**src/rtl/l2_stream_prefetcher.sv**
```systemverilog
// l2_stream_prefetcher
//
// Next-line stream prefetch buffer between the L2 cache controller and
// physical memory. A read miss for line A fetches A from pmem and restarts
// the stream at A+1; while idle, the block prefetches up to DEPTH following
// lines into a FIFO of line buffers. A later L2 read that matches the valid
// FIFO head is answered from the buffer in one cycle. Writebacks go straight
// to pmem and invalidate any buffered copy of the written line.
//
// Parameters:
//   ADDR_W  byte address width
//   LINE_W  line width in bits
//   OFF_W   line offset bits (line address is ADDR_W-OFF_W bits)
//   DEPTH   buffer entries, power of two, >= 2
//
// Ports:
//   clk, reset            rising-edge clock, synchronous active-high reset
//   mem_read, mem_write   L2 requests, held until mem_resp
//   mem_address           request address (offset bits ignored)
//   mem_wdata             writeback line
//   mem_rdata, mem_resp   returned line and one-cycle completion pulse
//   pmem_read, pmem_write pmem strobes, held until pmem_resp
//   pmem_address          line-aligned pmem address
//   pmem_wdata            line written to pmem
//   pmem_rdata, pmem_resp pmem read data and completion
//
// Build option:
//   L2_PF_STATS_EN        adds pf_hit_count / pf_miss_count (16-bit,
//                         saturating) counting buffer hits and demand misses.

module l2_stream_prefetcher #(
  parameter int unsigned ADDR_W = 16,
  parameter int unsigned LINE_W = 128,
  parameter int unsigned OFF_W  = 4,
  parameter int unsigned DEPTH  = 4
) (
  input  logic              clk,
  input  logic              reset,
  input  logic              mem_read,
  input  logic              mem_write,
  input  logic [ADDR_W-1:0] mem_address,
  input  logic [LINE_W-1:0] mem_wdata,
  output logic [LINE_W-1:0] mem_rdata,
  output logic              mem_resp,
  output logic              pmem_read,
  output logic              pmem_write,
  output logic [ADDR_W-1:0] pmem_address,
  output logic [LINE_W-1:0] pmem_wdata,
  input  logic [LINE_W-1:0] pmem_rdata,
  input  logic              pmem_resp
`ifdef L2_PF_STATS_EN
  ,
  output logic [15:0]       pf_hit_count,
  output logic [15:0]       pf_miss_count
`endif
);

  localparam int unsigned LA_W  = ADDR_W - OFF_W;
  localparam int unsigned PTR_W = $clog2(DEPTH);
  localparam int unsigned CNT_W = $clog2(DEPTH + 1);

  typedef enum logic [2:0] {
    S_IDLE,
    S_WRITE,
    S_DEMAND,
    S_PREFETCH,
    S_RESP
  } state_e;

  state_e              state_q, state_d;
  logic [DEPTH-1:0]    valid_q, valid_d;
  logic [LA_W-1:0]     line_q [DEPTH];
  logic [LA_W-1:0]     line_d [DEPTH];
  logic [LINE_W-1:0]   data_q [DEPTH];
  logic [LINE_W-1:0]   data_d [DEPTH];
  logic [PTR_W-1:0]    head_q, head_d;
  logic [PTR_W-1:0]    tail_q, tail_d;
  logic [CNT_W-1:0]    count_q, count_d;
  logic [LA_W-1:0]     pf_next_q, pf_next_d;
  logic                active_q, active_d;
  logic [LINE_W-1:0]   rdata_q, rdata_d;
  logic                pread_q, pread_d;
  logic                pwrite_q, pwrite_d;
  logic [ADDR_W-1:0]   paddr_q, paddr_d;
  logic [LINE_W-1:0]   pwdata_q, pwdata_d;

  logic [LA_W-1:0]     req_line;
  logic [OFF_W-1:0]    unused_offset;
  logic                head_hit;
  logic                hit_evt;
  logic                miss_evt;

  assign req_line      = mem_address[ADDR_W-1:OFF_W];
  assign unused_offset = mem_address[OFF_W-1:0];

  // Only the head may satisfy a read; a match deeper in the FIFO means the
  // stream was skipped ahead, which is treated as a miss and restarts it.
  assign head_hit = valid_q[head_q] && (line_q[head_q] == req_line);

  always_comb begin
    state_d   = state_q;
    valid_d   = valid_q;
    line_d    = line_q;
    data_d    = data_q;
    head_d    = head_q;
    tail_d    = tail_q;
    count_d   = count_q;
    pf_next_d = pf_next_q;
    active_d  = active_q;
    rdata_d   = rdata_q;
    pread_d   = pread_q;
    pwrite_d  = pwrite_q;
    paddr_d   = paddr_q;
    pwdata_d  = pwdata_q;
    hit_evt   = 1'b0;
    miss_evt  = 1'b0;

    unique case (state_q)
      S_IDLE: begin
        if (mem_write) begin
          // Invalidated entries keep their FIFO slot; a later read reaching
          // an invalid head simply misses and flushes the buffer.
          for (int unsigned i = 0; i < DEPTH; i++) begin
            if (line_q[PTR_W'(i)] == req_line) begin
              valid_d[PTR_W'(i)] = 1'b0;
            end
          end
          pwrite_d = 1'b1;
          paddr_d  = {req_line, {OFF_W{1'b0}}};
          pwdata_d = mem_wdata;
          state_d  = S_WRITE;
        end else if (mem_read) begin
          if (head_hit) begin
            rdata_d          = data_q[head_q];
            valid_d[head_q]  = 1'b0;
            head_d           = head_q + 1'b1;
            count_d          = count_q - 1'b1;
            hit_evt          = 1'b1;
            state_d          = S_RESP;
          end else begin
            valid_d   = '0;
            head_d    = '0;
            tail_d    = '0;
            count_d   = '0;
            pf_next_d = req_line + 1'b1;
            pread_d   = 1'b1;
            paddr_d   = {req_line, {OFF_W{1'b0}}};
            miss_evt  = 1'b1;
            state_d   = S_DEMAND;
          end
        end else if (active_q && (count_q < CNT_W'(DEPTH))) begin
          pread_d = 1'b1;
          paddr_d = {pf_next_q, {OFF_W{1'b0}}};
          state_d = S_PREFETCH;
        end
      end

      S_WRITE: begin
        if (pmem_resp) begin
          pwrite_d = 1'b0;
          state_d  = S_RESP;
        end
      end

      S_DEMAND: begin
        if (pmem_resp) begin
          pread_d  = 1'b0;
          rdata_d  = pmem_rdata;
          active_d = 1'b1;
          state_d  = S_RESP;
        end
      end

      S_PREFETCH: begin
        if (pmem_resp) begin
          pread_d         = 1'b0;
          valid_d[tail_q] = 1'b1;
          line_d[tail_q]  = pf_next_q;
          data_d[tail_q]  = pmem_rdata;
          tail_d          = tail_q + 1'b1;
          count_d         = count_q + 1'b1;
          pf_next_d       = pf_next_q + 1'b1;
          state_d         = S_IDLE;
        end
      end

      S_RESP: begin
        state_d = S_IDLE;
      end

      default: begin
        state_d = S_IDLE;
      end
    endcase
  end

  always_ff @(posedge clk) begin
    if (reset) begin
      state_q   <= S_IDLE;
      valid_q   <= '0;
      head_q    <= '0;
      tail_q    <= '0;
      count_q   <= '0;
      pf_next_q <= '0;
      active_q  <= 1'b0;
      rdata_q   <= '0;
      pread_q   <= 1'b0;
      pwrite_q  <= 1'b0;
      paddr_q   <= '0;
      pwdata_q  <= '0;
    end else begin
      state_q   <= state_d;
      valid_q   <= valid_d;
      head_q    <= head_d;
      tail_q    <= tail_d;
      count_q   <= count_d;
      pf_next_q <= pf_next_d;
      active_q  <= active_d;
      rdata_q   <= rdata_d;
      pread_q   <= pread_d;
      pwrite_q  <= pwrite_d;
      paddr_q   <= paddr_d;
      pwdata_q  <= pwdata_d;
    end
  end

  // Line storage needs no reset: entries are only consumed when valid.
  always_ff @(posedge clk) begin
    line_q <= line_d;
    data_q <= data_d;
  end

  assign mem_resp     = (state_q == S_RESP);
  assign mem_rdata    = rdata_q;
  assign pmem_read    = pread_q;
  assign pmem_write   = pwrite_q;
  assign pmem_address = paddr_q;
  assign pmem_wdata   = pwdata_q;

`ifdef L2_PF_STATS_EN
  logic [15:0] hit_cnt_q;
  logic [15:0] miss_cnt_q;

  always_ff @(posedge clk) begin
    if (reset) begin
      hit_cnt_q  <= '0;
      miss_cnt_q <= '0;
    end else begin
      if (hit_evt && (hit_cnt_q != '1)) begin
        hit_cnt_q <= hit_cnt_q + 16'd1;
      end
      if (miss_evt && (miss_cnt_q != '1)) begin
        miss_cnt_q <= miss_cnt_q + 16'd1;
      end
    end
  end

  assign pf_hit_count  = hit_cnt_q;
  assign pf_miss_count = miss_cnt_q;
`else
  logic unused_stats;
  assign unused_stats = hit_evt ^ miss_evt;
`endif

endmodule

```
**config.mk**
```make
export PLATFORM = sky130hd
export DESIGN_NAME = l2_stream_prefetcher
export DESIGN_NICKNAME = d
export VERILOG_FILES = /design/src/rtl/l2_stream_prefetcher.sv
export SDC_FILE = /design/constraint.sdc
export NUM_CORES = 1
export LEC_CHECK = 0
export BUFFER_PORTS_ARGS = -buffer_cell sky130_fd_sc_hd__buf_2
export CAP_MARGIN = 0
export CORE_UTILIZATION = 33
export DETAILED_ROUTE_END_ITERATION = 16
export PLACE_DENSITY_LB_ADDON = 0.3
export REMOVE_ABC_BUFFERS = 1
export SYNTH_ARGS = -nofsm -noshare
export SYNTH_HDL_FRONTEND = slang
export SYNTH_SLANG_ARGS = --single-unit
export TNS_END_PERCENT = 1
```
**constraint.sdc**
```tcl
create_clock -name clk -period 6 [get_ports clk]
set_clock_uncertainty 0.2 [all_clocks]
set_input_delay 0 -clock clk [delete_from_list [all_inputs] [get_ports clk]]
set_output_delay 0 -clock clk [all_outputs]
set_load 0.02 [all_outputs]
```
==> qor.csv <==
stage,metric,value,unit
timing,grt_setup_unrepaired,false,
worst_setup_path,r2r_cells,9,
route,antenna_left,0,
floorplan,coreArea,103000,µm²
grt,first_global_vias,26300,
power_and_ir_drop,leakagePower,17.5,nW
worst_setup_path,rr_startpoint,head_q[1],
cts,numCtsBuffers,96,
route,first_iter_violations,1868,
power_and_ir_drop,peakVddDrop,235,µV
power_and_ir_drop,p_per_area,291,nW/µm²
yosys,synth_top_area_cell,edfxtp_1,
grt,grt_max_degree,156,
worst_setup_path,path_max_fanout,55,
route,dr_total_vias,25100,
floorplan,die_area,106000,µm²
placed_design,dp_cells,4124,
grt,grt_overflow_total,0,
worst_setup_path,cp-startpoint,head_q[1],
yosys,ys_top_cells_by_count,"edfxtp_1, nand2_1, dfxtp_1, a21oi_1, mux2i_1",
yosys,async_reset_ff_frac,0,
min_path,hold_class,primary input to flop,
yosys,yosys_warnings,0,
route,first_pass_iters,8,
yosys,yosys.area.top_type_share,0.489,
worst_setup_path,r2r_slack,0.93,ns
yosys,yosysMostFrequentCell,edfxtp_1,
placed_design,gp_congestion,0.806,
yosys,syn_avg_cell_area,14.6,µm²
yosys,ys_seq_area_frac,0.662,
job,maxCapViolCount,0,
timing,setup_viol,0,
route,drc,0,
yosys,synth_cells,2361,
cts,cts_tree,done,
finish,syn_to_final_growth,40.9,%
floorplan,start_util,0.332,
grt,grt_antenna_before_repair,9,
route,via_per_inst,5.03,
finish,layout-drive-gt1-share,0.273,
timing,fin_hold_ws,0.0464,ns
worst_setup_path,arrival,5.43,ns
yosys,synth_cell_type_count,63,
timing,min_period,5.07,ns
cts,cts_hold_buf,678,
power_and_ir_drop,pwr-share-seq,0.463,
yosys,syn_area,34400,µm²
cts,clockBufferDepth,3,
placed_design,io_buffers,543,
grt,grt_pass1_wl,158,mm
outcome,status,finished clean,
floorplan,num_rows,118,
yosys,synth_edf_count,560,
power_and_ir_drop,power.share.combinational,0.109,
worst_setup_path,cp-start-kind,flop,
cts,clkSlewWorstSetupHoldPaths,0.06,ns
timing,max_slew_margin,0.271,
finish,final_cells,4992,
route,drt_wl_total,103,mm
cts,cts_sinks,857,
yosys,ys_top_cells_by_area,"edfxtp_1, dfxtp_1, mux4_2, mux2i_1, a211oi_2",
worst_setup_path,crit_type,flop to flop,
cts,htree_levels,3,
worst_setup_path,end_kind,flop,
floorplan,die_y,325,µm
worst_setup_path,r2r-end,pf_next_q[3],
timing,hold_viol_final,0,
timing,finalCritPeriodShare,0.845,
yosys,yosys_most_used_dff,edfxtp_1,
route,detail_route.wl_per_cell,20.7,µm
finish,nets,3808,
placed_design,dpl.hpwl,55.2,mm
timing,fmax,0.197,GHz
cts,cts_root_buf,clkbuf_16,
cts,clkLatencyLatePin,0.67,ns
cts,postCtsSetupBuffers,0,
floorplan,die_w,325,µm
floorplan,pin_count,552,
power_and_ir_drop,pwr-share-clk,0.429,
power_and_ir_drop,p_sw,0.00337,W
worst_setup_path,critPathCapture,pf_next_q[3],
grt,grt_use_total,0.193,
yosys,synth-seq-cells,857,
timing,timing_max_transition_violations_final,0,
power_and_ir_drop,sw_frac_of_total,0.239,
power_and_ir_drop,p_int,0.0107,W
timing,tightest_slew,1.09,ns
worst_setup_path,critPathRequiredTime,6.36,ns
cts,cts_resized,0,
critical path, cell delays in order, from the launching register on:
cell           delay [ns]
dfxtp_4              0.94
inv_1                0.28
and3_1               0.22
or4_1                0.50
a2111oi_2            0.74
nand2_1              0.56
nand4_1              0.24
dlygate4sd3_1        0.57
a31oi_1              0.07
dlygate4sd3_1        0.58
registers in the layout (all words and copies together) (netlist names):
signal,count
data_q,512
tail_q,2
pmem_write,1
count_q,3
head_q,2
pmem_wdata,128
pmem_address,12
pf_next_q,12
active_q,1
pmem_read,1
line_q,48
mem_rdata,128
valid_q,4
state_q,3
logic make-up (layout without fill, tap and decap cells):
family                     after synthesis  in the layout  share of synthesized area
adders and majority gates               11             11                    0.00400
and+or+nand+nor                        563            563                     0.0742
muxes                                  283            283                      0.132
DFF                                    857            857                      0.662
buffers and inverters                  210           1450                     0.0282
xor gates and xnor gates                60             60                     0.0153
other                                    1             12                   0.000109
AOI/OAI and AO/OA                      376            376                     0.0845
per-stage QoR:
stage	area (µm²)	power [W]	util	setup slack, ns	setup TNS [ns]
2_1_floorplan	33500	0.00726	-	-8.26	-1161.78
3_3_place_gp	38400	0.00771	0.371	1.66	0
3_5_place_dp	38400	0.00773	0.371	1.66	0
4_1_cts	48500	0.0142	0.468	0.842	0
5_1_grt	48500	0.0145	0.468	0.595	0
6_report	48500	0.0141	0.468	0.932	0
layout make-up:
| class | count | area (µm²) |
|---|---|---|
| timing repair buffer | 1253 | 9920 |
| fill | 8885 | 55000 |
| tap | 1380 | 1730 |
| inverter | 15 | 56.3 |
| antenna | 8 | 20.0 |
| clock buffer | 138 | 2790 |
| clock inverter | 44 | 478 |
| multi-input combinational | 1297 | 10700 |
| sequential | 857 | 22800 |
worst min-delay path by stage:
stage                     cells past startpoint             from        endpoint
after floorplan                               1            reset  mem_rdata[100]
after global placement                        1   pmem_rdata[17]     data_q[145]
after detailed placement                      1   pmem_rdata[26]     data_q[282]
after CTS                                     4  pmem_rdata[120]  mem_rdata[120]
after global routing                          3        pmem_resp      pmem_write
final                                         4  pmem_rdata[113]  mem_rdata[113]
power by group through the flow:
stage	clock network, W	logic (W)	registers [W]
after floorplan	0	0.000488	0.00678
after global placement	0	0.00108	0.00663
after detailed placement	0	0.00109	0.00664
after CTS	0.00617	0.00149	0.00651
after global routing	0.00639	0.00163	0.00653
final	0.00604	0.00153	0.00652
layer usage:
layer | global-route usage | vias to the layer above | part of all wire
li1 | - | 11300 | -
met1 | 0.242 | 12500 | 0.41
met2 | 0.323 | 905 | 0.49
met3 | 0.0343 | 301 | 0.053
met4 | 0.0909 | 6 | 0.043
met5 | 0 | - | 0.00029
cells in the final DEF (no fill, tap or decap), types with 5 or more instances in the layout:
master / Yosys / routed
buf_2: 13 / 542
buf_12: 0 / 13
nand2_1: 302 / 301
xnor2_1: 42 / 42
buf_4: 18 / 19
clkinv_2: 0 / 23
clkbuf_8: 0 / 17
nand3_1: 15 / 15
and3_1: 7 / 6
or3_1: 12 / 12
inv_6: 0 / 5
mux2i_1: 146 / 146
a31oi_1: 9 / 9
a211oi_1: 33 / 33
bufinv_16: 0 / 8
nor2_1: 27 / 27
edfxtp_1: 560 / 560
xor2_1: 18 / 18
or4_1: 6 / 6
nor4b_1: 7 / 7
clkbuf_16: 0 / 99
and2_4: 0 / 6
nor2b_1: 6 / 5
a21oi_1: 157 / 157
o211ai_1: 15 / 15
mux4_2: 137 / 137
nor3_1: 138 / 138
o21ai_0: 26 / 26
a211oi_2: 100 / 100
inv_1: 15 / 15
diode_2: 0 / 8
dlygate4sd3_1: 0 / 678
dfxtp_1: 297 / 295
nand4_1: 15 / 15
ha_1: 11 / 11
clkbuf_1: 133 / 22
(Power assumes the default switching activity.)
